### src/rtl/ospi_cmd_sequencer_pkg.sv
// Shared encodings for the OSPI command sequencer: op codes, lane modes,
// FSM state codes and the erased-flash byte value.
package ospi_pkg;

  localparam logic [1:0] OP_READ  = 2'b00;
  localparam logic [1:0] OP_WRITE = 2'b01;
  localparam logic [1:0] OP_ERASE = 2'b10;
  localparam logic [1:0] OP_RSVD  = 2'b11;

  localparam logic [1:0] MODE_X1     = 2'b00;
  localparam logic [1:0] MODE_NIB    = 2'b01;
  localparam logic [1:0] MODE_X2PAIR = 2'b10;
  localparam logic [1:0] MODE_X8     = 2'b11;

  localparam logic [2:0] ST_IDLE   = 3'd0;
  localparam logic [2:0] ST_SETUP  = 3'd1;
  localparam logic [2:0] ST_EXEC   = 3'd2;
  localparam logic [2:0] ST_WAIT   = 3'd3;
  localparam logic [2:0] ST_CSHOLD = 3'd4;
  localparam logic [2:0] ST_RESP   = 3'd5;
  // chip-select gap between a write and its read-back (verify builds only)
  localparam logic [2:0] ST_VGAP   = 3'd6;

  localparam logic [7:0] ERASED_BYTE = 8'hFF;

endpackage

### src/rtl/ospi_cmd_sequencer_if.sv
// Host-side request/response handshake bundle for the OSPI command sequencer.
interface ospi_cmd_sequencer_if #(parameter int ADDR_W = 24);
  logic              req_valid;
  logic              req_ready;
  logic [1:0]        req_op;
  logic [ADDR_W-1:0] req_addr;
  logic [7:0]        req_wdata;
  logic [1:0]        req_mode;
  logic              rsp_valid;
  logic              rsp_ready;
  logic [7:0]        rsp_rdata;
  logic              rsp_err;

  modport master (
    output req_valid, req_op, req_addr, req_wdata, req_mode, rsp_ready,
    input  req_ready, rsp_valid, rsp_rdata, rsp_err
  );

  modport slave (
    input  req_valid, req_op, req_addr, req_wdata, req_mode, rsp_ready,
    output req_ready, rsp_valid, rsp_rdata, rsp_err
  );
endinterface

### src/rtl/ospi_cycle_timer.sv
// Loadable down-counter with freeze; done is high while the count is zero.
// Saturates at zero rather than wrapping.
module ospi_cycle_timer #(
  parameter int W = 1
)(
  input  logic         clk,
  input  logic         reset_n,
  input  logic         load,
  input  logic [W-1:0] load_val,
  input  logic         freeze,
  output logic         done
);
  logic [W-1:0] cnt;

  // load wins over freeze; otherwise count down to zero and stop
  always_ff @(posedge clk or negedge reset_n) begin
    if (!reset_n)                   cnt <= '0;
    else if (load)                  cnt <= load_val;
    else if (!freeze && cnt != '0)  cnt <= cnt - W'(1);
  end

  assign done = (cnt == '0);
endmodule

### src/rtl/ospi_cmd_sequencer.sv
// OSPI command sequencer: turns host read/write/erase requests into timed
// flash accesses (CS setup, one-cycle strobe, read latency, CS hold) and
// returns a response. Optional OSPI_SEQ_VERIFY_EN adds a read-back compare
// after every write.
module ospi_cmd_sequencer
  import ospi_pkg::*;
#(
  parameter int ADDR_W   = 24,
  parameter int CS_SETUP = 1,
  parameter int CS_HOLD  = 1,
  parameter int RD_LAT   = 1
)(
  input  logic              clk,
  input  logic              reset_n,
  ospi_cmd_sequencer_if.slave host,
  input  logic              hold_req,
  output logic              busy,
  output logic              f_cs_n,
  output logic              f_write_enable,
  output logic              f_read_enable,
  output logic              f_erase_enable,
  output logic [ADDR_W-1:0] f_address,
  output logic [7:0]        f_data_in,
  output logic [1:0]        f_mode,
  output logic              f_hold_n,
  input  logic [7:0]        f_data_out
);
  localparam int MAX_SR  = (CS_SETUP > RD_LAT) ? CS_SETUP : RD_LAT;
  localparam int CNT_MAX = (MAX_SR > CS_HOLD) ? MAX_SR : CS_HOLD;
  localparam int CNT_W   = $clog2(CNT_MAX + 1);

  logic [2:0]       state, state_nxt;
  logic [1:0]       op_q;
  logic             hs;
  logic             rd_back;
  logic             rd_acc;
  logic             tmr_load, tmr_done, tmr_freeze;
  logic [CNT_W-1:0] tmr_val;

  assign hs = (state == ST_IDLE) && host.req_valid && host.req_ready;

`ifdef OSPI_SEQ_VERIFY_EN
  logic vfy_q;
  assign rd_back = vfy_q;
`else
  assign rd_back = 1'b0;
`endif

  // the access reads flash either for a host read or a write read-back
  assign rd_acc = (op_q == OP_READ) || rd_back;

  // next-state selection
  always_comb begin
    state_nxt = state;
    case (state)
      ST_IDLE:   if (hs) state_nxt = (host.req_op == OP_RSVD) ? ST_RESP : ST_SETUP;
      ST_SETUP:  if (!hold_req && tmr_done) state_nxt = ST_EXEC;
      ST_EXEC:   state_nxt = rd_acc ? ST_WAIT : ST_CSHOLD;
      ST_WAIT:   if (tmr_done) state_nxt = ST_CSHOLD;
`ifdef OSPI_SEQ_VERIFY_EN
      ST_CSHOLD: if (tmr_done) state_nxt = (op_q == OP_WRITE && !vfy_q) ? ST_VGAP : ST_RESP;
      ST_VGAP:   state_nxt = ST_SETUP;
`else
      ST_CSHOLD: if (tmr_done) state_nxt = ST_RESP;
`endif
      ST_RESP:   if (host.rsp_ready) state_nxt = ST_IDLE;
      default:   state_nxt = ST_IDLE;
    endcase
  end

  // load the shared timer on entry to each timed state
  always_comb begin
    tmr_load = 1'b0;
    tmr_val  = '0;
    if (state_nxt != state) begin
      case (state_nxt)
        ST_SETUP:  begin tmr_load = 1'b1; tmr_val = CNT_W'(CS_SETUP - 1); end
        ST_WAIT:   begin tmr_load = 1'b1; tmr_val = CNT_W'(RD_LAT - 1);   end
        ST_CSHOLD: begin tmr_load = 1'b1; tmr_val = CNT_W'(CS_HOLD - 1);  end
        default:   ;
      endcase
    end
  end

  assign tmr_freeze = (state == ST_SETUP) && hold_req;

  ospi_cycle_timer #(.W(CNT_W)) u_timer (
    .clk      (clk),
    .reset_n  (reset_n),
    .load     (tmr_load),
    .load_val (tmr_val),
    .freeze   (tmr_freeze),
    .done     (tmr_done)
  );

  // state register and all outputs, registered from the next state
  always_ff @(posedge clk or negedge reset_n) begin
    if (!reset_n) begin
      state          <= ST_IDLE;
      op_q           <= OP_READ;
      host.req_ready <= 1'b0;
      host.rsp_valid <= 1'b0;
      host.rsp_rdata <= ERASED_BYTE;
      host.rsp_err   <= 1'b0;
      busy           <= 1'b0;
      f_cs_n         <= 1'b1;
      f_write_enable <= 1'b0;
      f_read_enable  <= 1'b0;
      f_erase_enable <= 1'b0;
      f_address      <= '0;
      f_data_in      <= 8'h00;
      f_mode         <= 2'b00;
      f_hold_n       <= 1'b1;
`ifdef OSPI_SEQ_VERIFY_EN
      vfy_q          <= 1'b0;
`endif
    end else begin
      state          <= state_nxt;
      host.req_ready <= (state_nxt == ST_IDLE);
      host.rsp_valid <= (state_nxt == ST_RESP);
      busy           <= (state_nxt != ST_IDLE);
      f_cs_n         <= !(state_nxt inside {ST_SETUP, ST_EXEC, ST_WAIT, ST_CSHOLD});
      f_read_enable  <= (state_nxt == ST_EXEC) && rd_acc;
      f_write_enable <= (state_nxt == ST_EXEC) && (op_q == OP_WRITE) && !rd_back;
      f_erase_enable <= (state_nxt == ST_EXEC) && (op_q == OP_ERASE);
      f_hold_n       <= ~hold_req;
      if (hs) begin
        op_q           <= host.req_op;
        f_address      <= host.req_addr;
        f_data_in      <= host.req_wdata;
        f_mode         <= host.req_mode;
        host.rsp_rdata <= ERASED_BYTE;
        host.rsp_err   <= (host.req_op == OP_RSVD);
`ifdef OSPI_SEQ_VERIFY_EN
        vfy_q          <= 1'b0;
`endif
      end
      if (state == ST_WAIT && tmr_done) host.rsp_rdata <= f_data_out;
`ifdef OSPI_SEQ_VERIFY_EN
      if (state == ST_VGAP) vfy_q <= 1'b1;
      if (state == ST_CSHOLD && tmr_done && vfy_q) host.rsp_err <= (host.rsp_rdata != f_data_in);
`endif
    end
  end
endmodule

### src/flat_wrapper.sv
// flat-port wrapper written by rule: the top's interface ports become plain ports
module ospi_cmd_sequencer_flat import ospi_pkg::*;
#(
  parameter int ADDR_W   = 24,
  parameter int CS_SETUP = 1,
  parameter int CS_HOLD  = 1,
  parameter int RD_LAT   = 1
)
  (clk, reset_n, hold_req, busy, f_cs_n, f_write_enable, f_read_enable, f_erase_enable, f_address, f_data_in, f_mode, f_hold_n, f_data_out, host_req_valid, host_req_op, host_req_addr, host_req_wdata, host_req_mode, host_rsp_ready, host_req_ready, host_rsp_valid, host_rsp_rdata, host_rsp_err);
  ospi_cmd_sequencer_if #(.ADDR_W(ADDR_W)) host_i ();
  input  logic clk;
  input  logic reset_n;
  input  logic hold_req;
  output logic busy;
  output logic f_cs_n;
  output logic f_write_enable;
  output logic f_read_enable;
  output logic f_erase_enable;
  output logic [ADDR_W-1:0] f_address;
  output logic [7:0] f_data_in;
  output logic [1:0] f_mode;
  output logic f_hold_n;
  input  logic [7:0] f_data_out;
  input wire logic [$bits(host_i.req_valid)-1:0] host_req_valid;
  input wire logic [$bits(host_i.req_op)-1:0] host_req_op;
  input wire logic [$bits(host_i.req_addr)-1:0] host_req_addr;
  input wire logic [$bits(host_i.req_wdata)-1:0] host_req_wdata;
  input wire logic [$bits(host_i.req_mode)-1:0] host_req_mode;
  input wire logic [$bits(host_i.rsp_ready)-1:0] host_rsp_ready;
  output wire logic [$bits(host_i.req_ready)-1:0] host_req_ready;
  output wire logic [$bits(host_i.rsp_valid)-1:0] host_rsp_valid;
  output wire logic [$bits(host_i.rsp_rdata)-1:0] host_rsp_rdata;
  output wire logic [$bits(host_i.rsp_err)-1:0] host_rsp_err;
  assign host_i.req_valid = host_req_valid;
  assign host_i.req_op = host_req_op;
  assign host_i.req_addr = host_req_addr;
  assign host_i.req_wdata = host_req_wdata;
  assign host_i.req_mode = host_req_mode;
  assign host_i.rsp_ready = host_rsp_ready;
  assign host_req_ready = host_i.req_ready;
  assign host_rsp_valid = host_i.rsp_valid;
  assign host_rsp_rdata = host_i.rsp_rdata;
  assign host_rsp_err = host_i.rsp_err;
  ospi_cmd_sequencer #(.ADDR_W(ADDR_W), .CS_SETUP(CS_SETUP), .CS_HOLD(CS_HOLD), .RD_LAT(RD_LAT)) u_core (.clk(clk), .reset_n(reset_n), .host(host_i), .hold_req(hold_req), .busy(busy), .f_cs_n(f_cs_n), .f_write_enable(f_write_enable), .f_read_enable(f_read_enable), .f_erase_enable(f_erase_enable), .f_address(f_address), .f_data_in(f_data_in), .f_mode(f_mode), .f_hold_n(f_hold_n), .f_data_out(f_data_out));
endmodule
### config.mk
export PLATFORM = sky130hd
export DESIGN_NAME = ospi_cmd_sequencer_flat
export DESIGN_NICKNAME = d
export VERILOG_FILES = /design/src/rtl/ospi_cmd_sequencer_pkg.sv /design/src/rtl/ospi_cmd_sequencer_if.sv /design/src/rtl/ospi_cycle_timer.sv /design/src/rtl/ospi_cmd_sequencer.sv /design/src/flat_wrapper.sv
export SDC_FILE = /design/constraint.sdc
export NUM_CORES = 1
export LEC_CHECK = 0
export CAP_MARGIN = 15
export CORE_ASPECT_RATIO = 2
export CORE_MARGIN = 4
export CORE_UTILIZATION = 28
export DETAILED_ROUTE_END_ITERATION = 12
export PLACE_DENSITY_LB_ADDON = 0.25
export SLEW_MARGIN = 15
export SYNTH_ARGS = -nofsm -noshare
export SYNTH_HDL_FRONTEND = slang
export SYNTH_SLANG_ARGS = --single-unit
### constraint.sdc
create_clock -name clk -period 2.5 [get_ports clk]
set_clock_uncertainty 0.2 [all_clocks]
set_input_delay 0.5 -clock clk [delete_from_list [all_inputs] [get_ports clk]]
set_output_delay 0.5 -clock clk [all_outputs]
set_load 0.02 [all_outputs]
==> Word level (Yosys, flattened, before mapping) <==
Cells that the tools add are included.
{ "totals": {"regBits": 57, "input_bits": 49, "output_inout_bits": 51, "word_cells": 67} }
{ "classes": {"addsub": 1, "n_eq_ne": 14, "mux": 14, "n_bitwise": 2, "n_reduce_logical": 20} }
{ "ops": {"columns": ["cell", "count"], "rows": [
  ["$mux 3", 7],
  ["$pmux 3 s6", 1],
  ["$mux 8", 2],
  ["$eq 3x2->1 const B", 4],
  ["$eq 3x3->1 const B", 4],
  ["$logic_and 1x1->1", 9],
  ["$eq 3x1->1 const B", 2],
  ["$logic_not 3->1", 2],
  ["$eq 2x2->1 const B", 2],
  ["$mux 1", 4],
  ["$reduce_bool 2->1", 2],
  ["$reduce_bool 4->1", 1],
  ["$logic_not 1->1", 3],
  ["$ne 3x3->1", 1],
  ["$reduce_bool 3->1", 1],
  ["$reduce_or 3->1", 1],
  ["$eq 2x1->1 const B", 1],
  ["$logic_not 2->1", 1],
  ["$not 1->1", 2],
  ["$sub 1x1->1 const B", 1]
]} }

==> Depth between registers and ports, before layout <==
{ "depth": {"depth_word": 10, "ltp_mapped": 6, "depth_no_buf": 5} }

==> By module <==
A second synthesis with hierarchy kept.
{ "hier_totals": {"hier_cells": 176, "area_unflattened_um2": 2313.5} }
{ "modules_own_cells": {"columns": ["mod", "instances", "cells_per_inst", "area_each_um2", "seq_area_each_um2"], "rows": [
  ["ospi_cmd_sequencer", 1, 171, 2272.2, 1413.9],
  ["ospi_cycle_timer", 1, 5, 41.3, 25.0]
]} }

==> Worst setup path before layout <==
OpenSTA, ideal clock, no wires.
{ "synth_path": {"path_type": "register -> register", "startpoint": "register u_core.state[2]", "endpoint": "register u_core.f_address[0]", "setup_ns": 0.125, "t_arrival_ns": 1.519, "required_time_ns": 2.175, "path_slack_ns": 0.656, "stages_incl_launch_ff": 6, "n_path_buf": 2, "period_less_slack_ns": 1.844, "cell_sequence": "dfrtp_1 -> nor2_1 -> and4b_4 -> buf_2 -> buf_2 -> mux2_2"} }
{ "synth_via": {"elab_chain_cells": 3} }
{ "synth_lines": {"columns": ["item", "line_no", "text"], "rows": [
  ["start, declared", "ospi_cmd_sequencer.sv:32", "logic [2:0] state, state_nxt;"],
  ["start signal, assigned", "ospi_cmd_sequencer.sv:118", "state <= state_nxt;"],
  ["$logic_not 3->1", "ospi_cmd_sequencer.sv:40", "assign hs = (state == ST_IDLE) && host.req_valid && host.req_ready;"],
  ["$logic_and 1x1->1 (2 in a row)", "ospi_cmd_sequencer.sv:40", null],
  ["end signal, assigned", "ospi_cmd_sequencer.sv:129", "f_address <= host.req_addr;"],
  ["end, declared", "ospi_cmd_sequencer.sv:22", "output logic [ADDR_W-1:0] f_address,"]
]} }
No other way between the ends.
A chain may end at the register's enable or synchronous reset.

==> Final worst setup path <==
{ "layout_path": {"startpoint": "register u_core.host.rsp_rdata[3]", "endpoint": "output port host_rsp_rdata[3]"} }
{ "layout_lines": {"columns": ["item", "line_no", "text"], "rows": [
  ["start, declared", "ospi_cmd_sequencer_if.sv:21", "output req_ready, rsp_valid, rsp_rdata, rsp_err"],
  ["start signal, assigned", "ospi_cmd_sequencer.sv:138", "if (state == ST_WAIT && tmr_done) host.rsp_rdata <= f_data_out;"],
  ["end, declared", "flat_wrapper.sv:32", "output wire logic [$bits(host_i.rsp_rdata)-1:0] host_rsp_rdata;"]
]} }
No word-level cell between the ends.

==> summary.txt <==
drt pass-1 iters = 3
Die W = 70.7 µm
worst path required time = 1.80 ns
yosys warns = 0
Synth top area share = 0.535
EDFF count, synth = 0
Crit. path cell count = 1
hold-critical path depth = 1
root buffer cell = clkbuf_16
net count after synthesis = 206
top-count cell post-synth = dfrtp_1
Port-buffer cells = 99
Post-Place Cells = 347
vias in the first global route = 1,705
global-route usage over all layers = 0.126
CP Buf/Inv Count = 1
clock share of power = 0.258
Post-Layout Cell Count = 364
critical-path cell with the highest stage delay = clkdlybuf4s50_1
Reg clk slew, reported paths = 0.05 ns
Post-synth top flop = dfrtp_1
reg2reg path depth = 4
final period utilization = 0.866
Logic pwr share = 0.416
PnR worst setup slack = 0.335 ns
number of I/O pins = 100
first-pass GRT wire length = 8.87 mm
DR vias = 1,600
Nets = 314
WL/cell = 15.3 µm
net load switching power = 1.56 mW
Sw Ratio = 0.319
outcome = finished clean
Routed Antenna Nets = 0
starting DRC count in detailed routing = 54
setup TNS = 0 ns
Crit Path Category = reg -> out
n_diodes = 0
Syn Area/Cell = 14.0 µm²
CP top delay family = buffers and inverters
overflow left after global routing = 0
Synth top cells by count = 47 x dfrtp_1, 36 x mux2_2, 17 x nor2_1, 10 x dfstp_2, 8 x a21oi_1
maximum clock insertion buffer count = 2
power per cell area = 1340 nW/µm²
area grow syn2layout = 65.4%
Max Slew Vio Count = 0
maximum clock frequency = 0.462 GHz
Leakage = 1.54 nW
Post-DP HPWL = 4.05 mm
Peak VDD IR = 0.000658 V
CP cell instances = clkdlybuf4s50_1
DRC = 0
P_int = 3.33 mW
RD Place Congestion = 0.709
largest net degree at the start of global routing = 58
Post-synth ARST share = 1.00
number of fill cells = 715
Netlist Area Pre-Place = 2200 µm²
unrepaired setup endpoints after global routing = no
final setup violating endpoints = 0
via/cell ratio = 4.40
die area = 9420 µm²
Distinct cells, synth = 28
crit-path max FO = 2
Site Rows = 45
R2R setup slack = 0.60 ns
core outline area = 7600 µm²
Num CTS Buffers = 9
Final Power = 4.89 mW
Final Core Density = 0.479
pre-CTS WS = 0.220 ns
layout cells sized above 1 = 0.259
WL final = 5.58 mm
actual slew at the worst max-slew pin = 0.316 ns
sequential share of power = 0.326
starting density of the core = 0.289
initial antenna violation count = 0
Synth Instances = 157
Die Y = 133 µm
clk sinks = 57
Max-Slew Margin vs Limit = 0.789
CP Capture Type = primary output
Max-Cap Viols = 0
Crit path arrival time = 1.47 ns
crit path launch type = flop
Final min period = 2.17 ns
area of placed instances = 3320 µm²
Yosys reg bits = 57
design area = 3640 µm²
# Post-CTS Setup Buffers = 0
max incr delay on CP = 0.62 ns
clk_lat worst skew = 0.32 ns
sequential-to-total area share from yosys stat = 0.654
largest cells by area after synthesis = dfrtp_1 53%, mux2_2 18%, dfstp_2 12%
CTS tree = yes
Tightest Hold Check Type = reg -> reg
area leader, netlist = dfrtp_1
number of H-tree levels = 3
final hold vios = 0
worst-case hold slack = 0.303 ns
-- area by class of cell --
class / count / area [µm²] / share of cell area
clock buffer: 9 / 225 / 0.0619
clock inverter: 7 / 85.1 / 0.0234
inverter: 4 / 15.0 / 0.00413
multi-input combinational: 89 / 706 / 0.194
sequential: 57 / 1440 / 0.395
tap: 94 / 118 / 0.0323
timing repair buffer: 104 / 1050 / 0.289
-- cells by family after synthesis --
family	Yosys count	synth area share
buffers and inverters	11	0.0250
AND/OR/NAND/NOR	38	0.0938
flip-flops	57	0.654
AO/OA/AOI/OAI	15	0.0427
multiplexers	36	0.184
-- worst paths after layout --
kind / from / endpoint
max: u_core.host.rsp_rdata[3]$_DFFE_PN1P_ / host_rsp_rdata[3]
min: u_core.f_address[0]$_DFFE_PN0P_ / u_core.f_address[0]$_DFFE_PN0P_
max reg2reg: u_core.state[2]$_DFF_PN0_ / u_core.busy$_DFF_PN0_
min reg2reg: u_core.f_address[0]$_DFFE_PN0P_ / u_core.f_address[0]$_DFFE_PN0P_
max in group asynchronous: reset_n / u_core.f_cs_n$_DFF_PN1_
min in group asynchronous: reset_n / u_core.f_address[14]$_DFFE_PN0P_
-- state kept, by name, summed over array words and instances, names as in the netlist --
register,count
u_core.host.rsp_valid,1
u_core.host.rsp_rdata,8
u_core.f_write_enable,1
u_core.op_q,2
u_core.f_mode,2
u_core.host.req_ready,1
u_core.f_hold_n,1
u_core.f_address,24
u_core.f_read_enable,1
u_core.host.rsp_err,1
u_core.state,3
u_core.busy,1
u_core.f_data_in,8
u_core.f_cs_n,1
u_core.f_erase_enable,1
u_core.u_timer.cnt,1
-- power by group through the flow --
stage / clock network [mW] / registers (mW) / logic (mW)
after floorplan: 0 / 2.04 / 0.627
after global placement: 0 / 1.60 / 2.05
after detailed placement: 0 / 1.61 / 2.07
after CTS: 1.30 / 1.60 / 2.08
after global routing: 1.35 / 1.66 / 2.17
final: 1.26 / 1.59 / 2.04
-- routing by layer --
metal  wire (µm)  global-route usage
met1        1950               0.119
met2        3170               0.228
met3         319              0.0498
met4         141              0.0690
met5           0                   0
-- what timing repair did --
| item | in CTS | in global routing |
|---|---|---|
| resized for setup | 0 | 0 |
| hold buffers | 1 | 0 |
| endpoints found under the hold margin | 47 | 0 |
-- layout by cell type (no fill, tap or decap), types with 3 or more instances in the layout --
cell,netlist,layout
o21ai_0,3,3
clkinv_2,0,5
clkdlybuf4s50_1,0,98
inv_1,4,4
dfrtp_1,47,47
a21oi_1,8,8
dfstp_2,10,10
nor3_1,3,3
mux2_2,36,36
nand2_1,4,4
clkbuf_16,0,9
nor2_1,17,17
No activity file was read; power rests on OpenSTA's default activity.
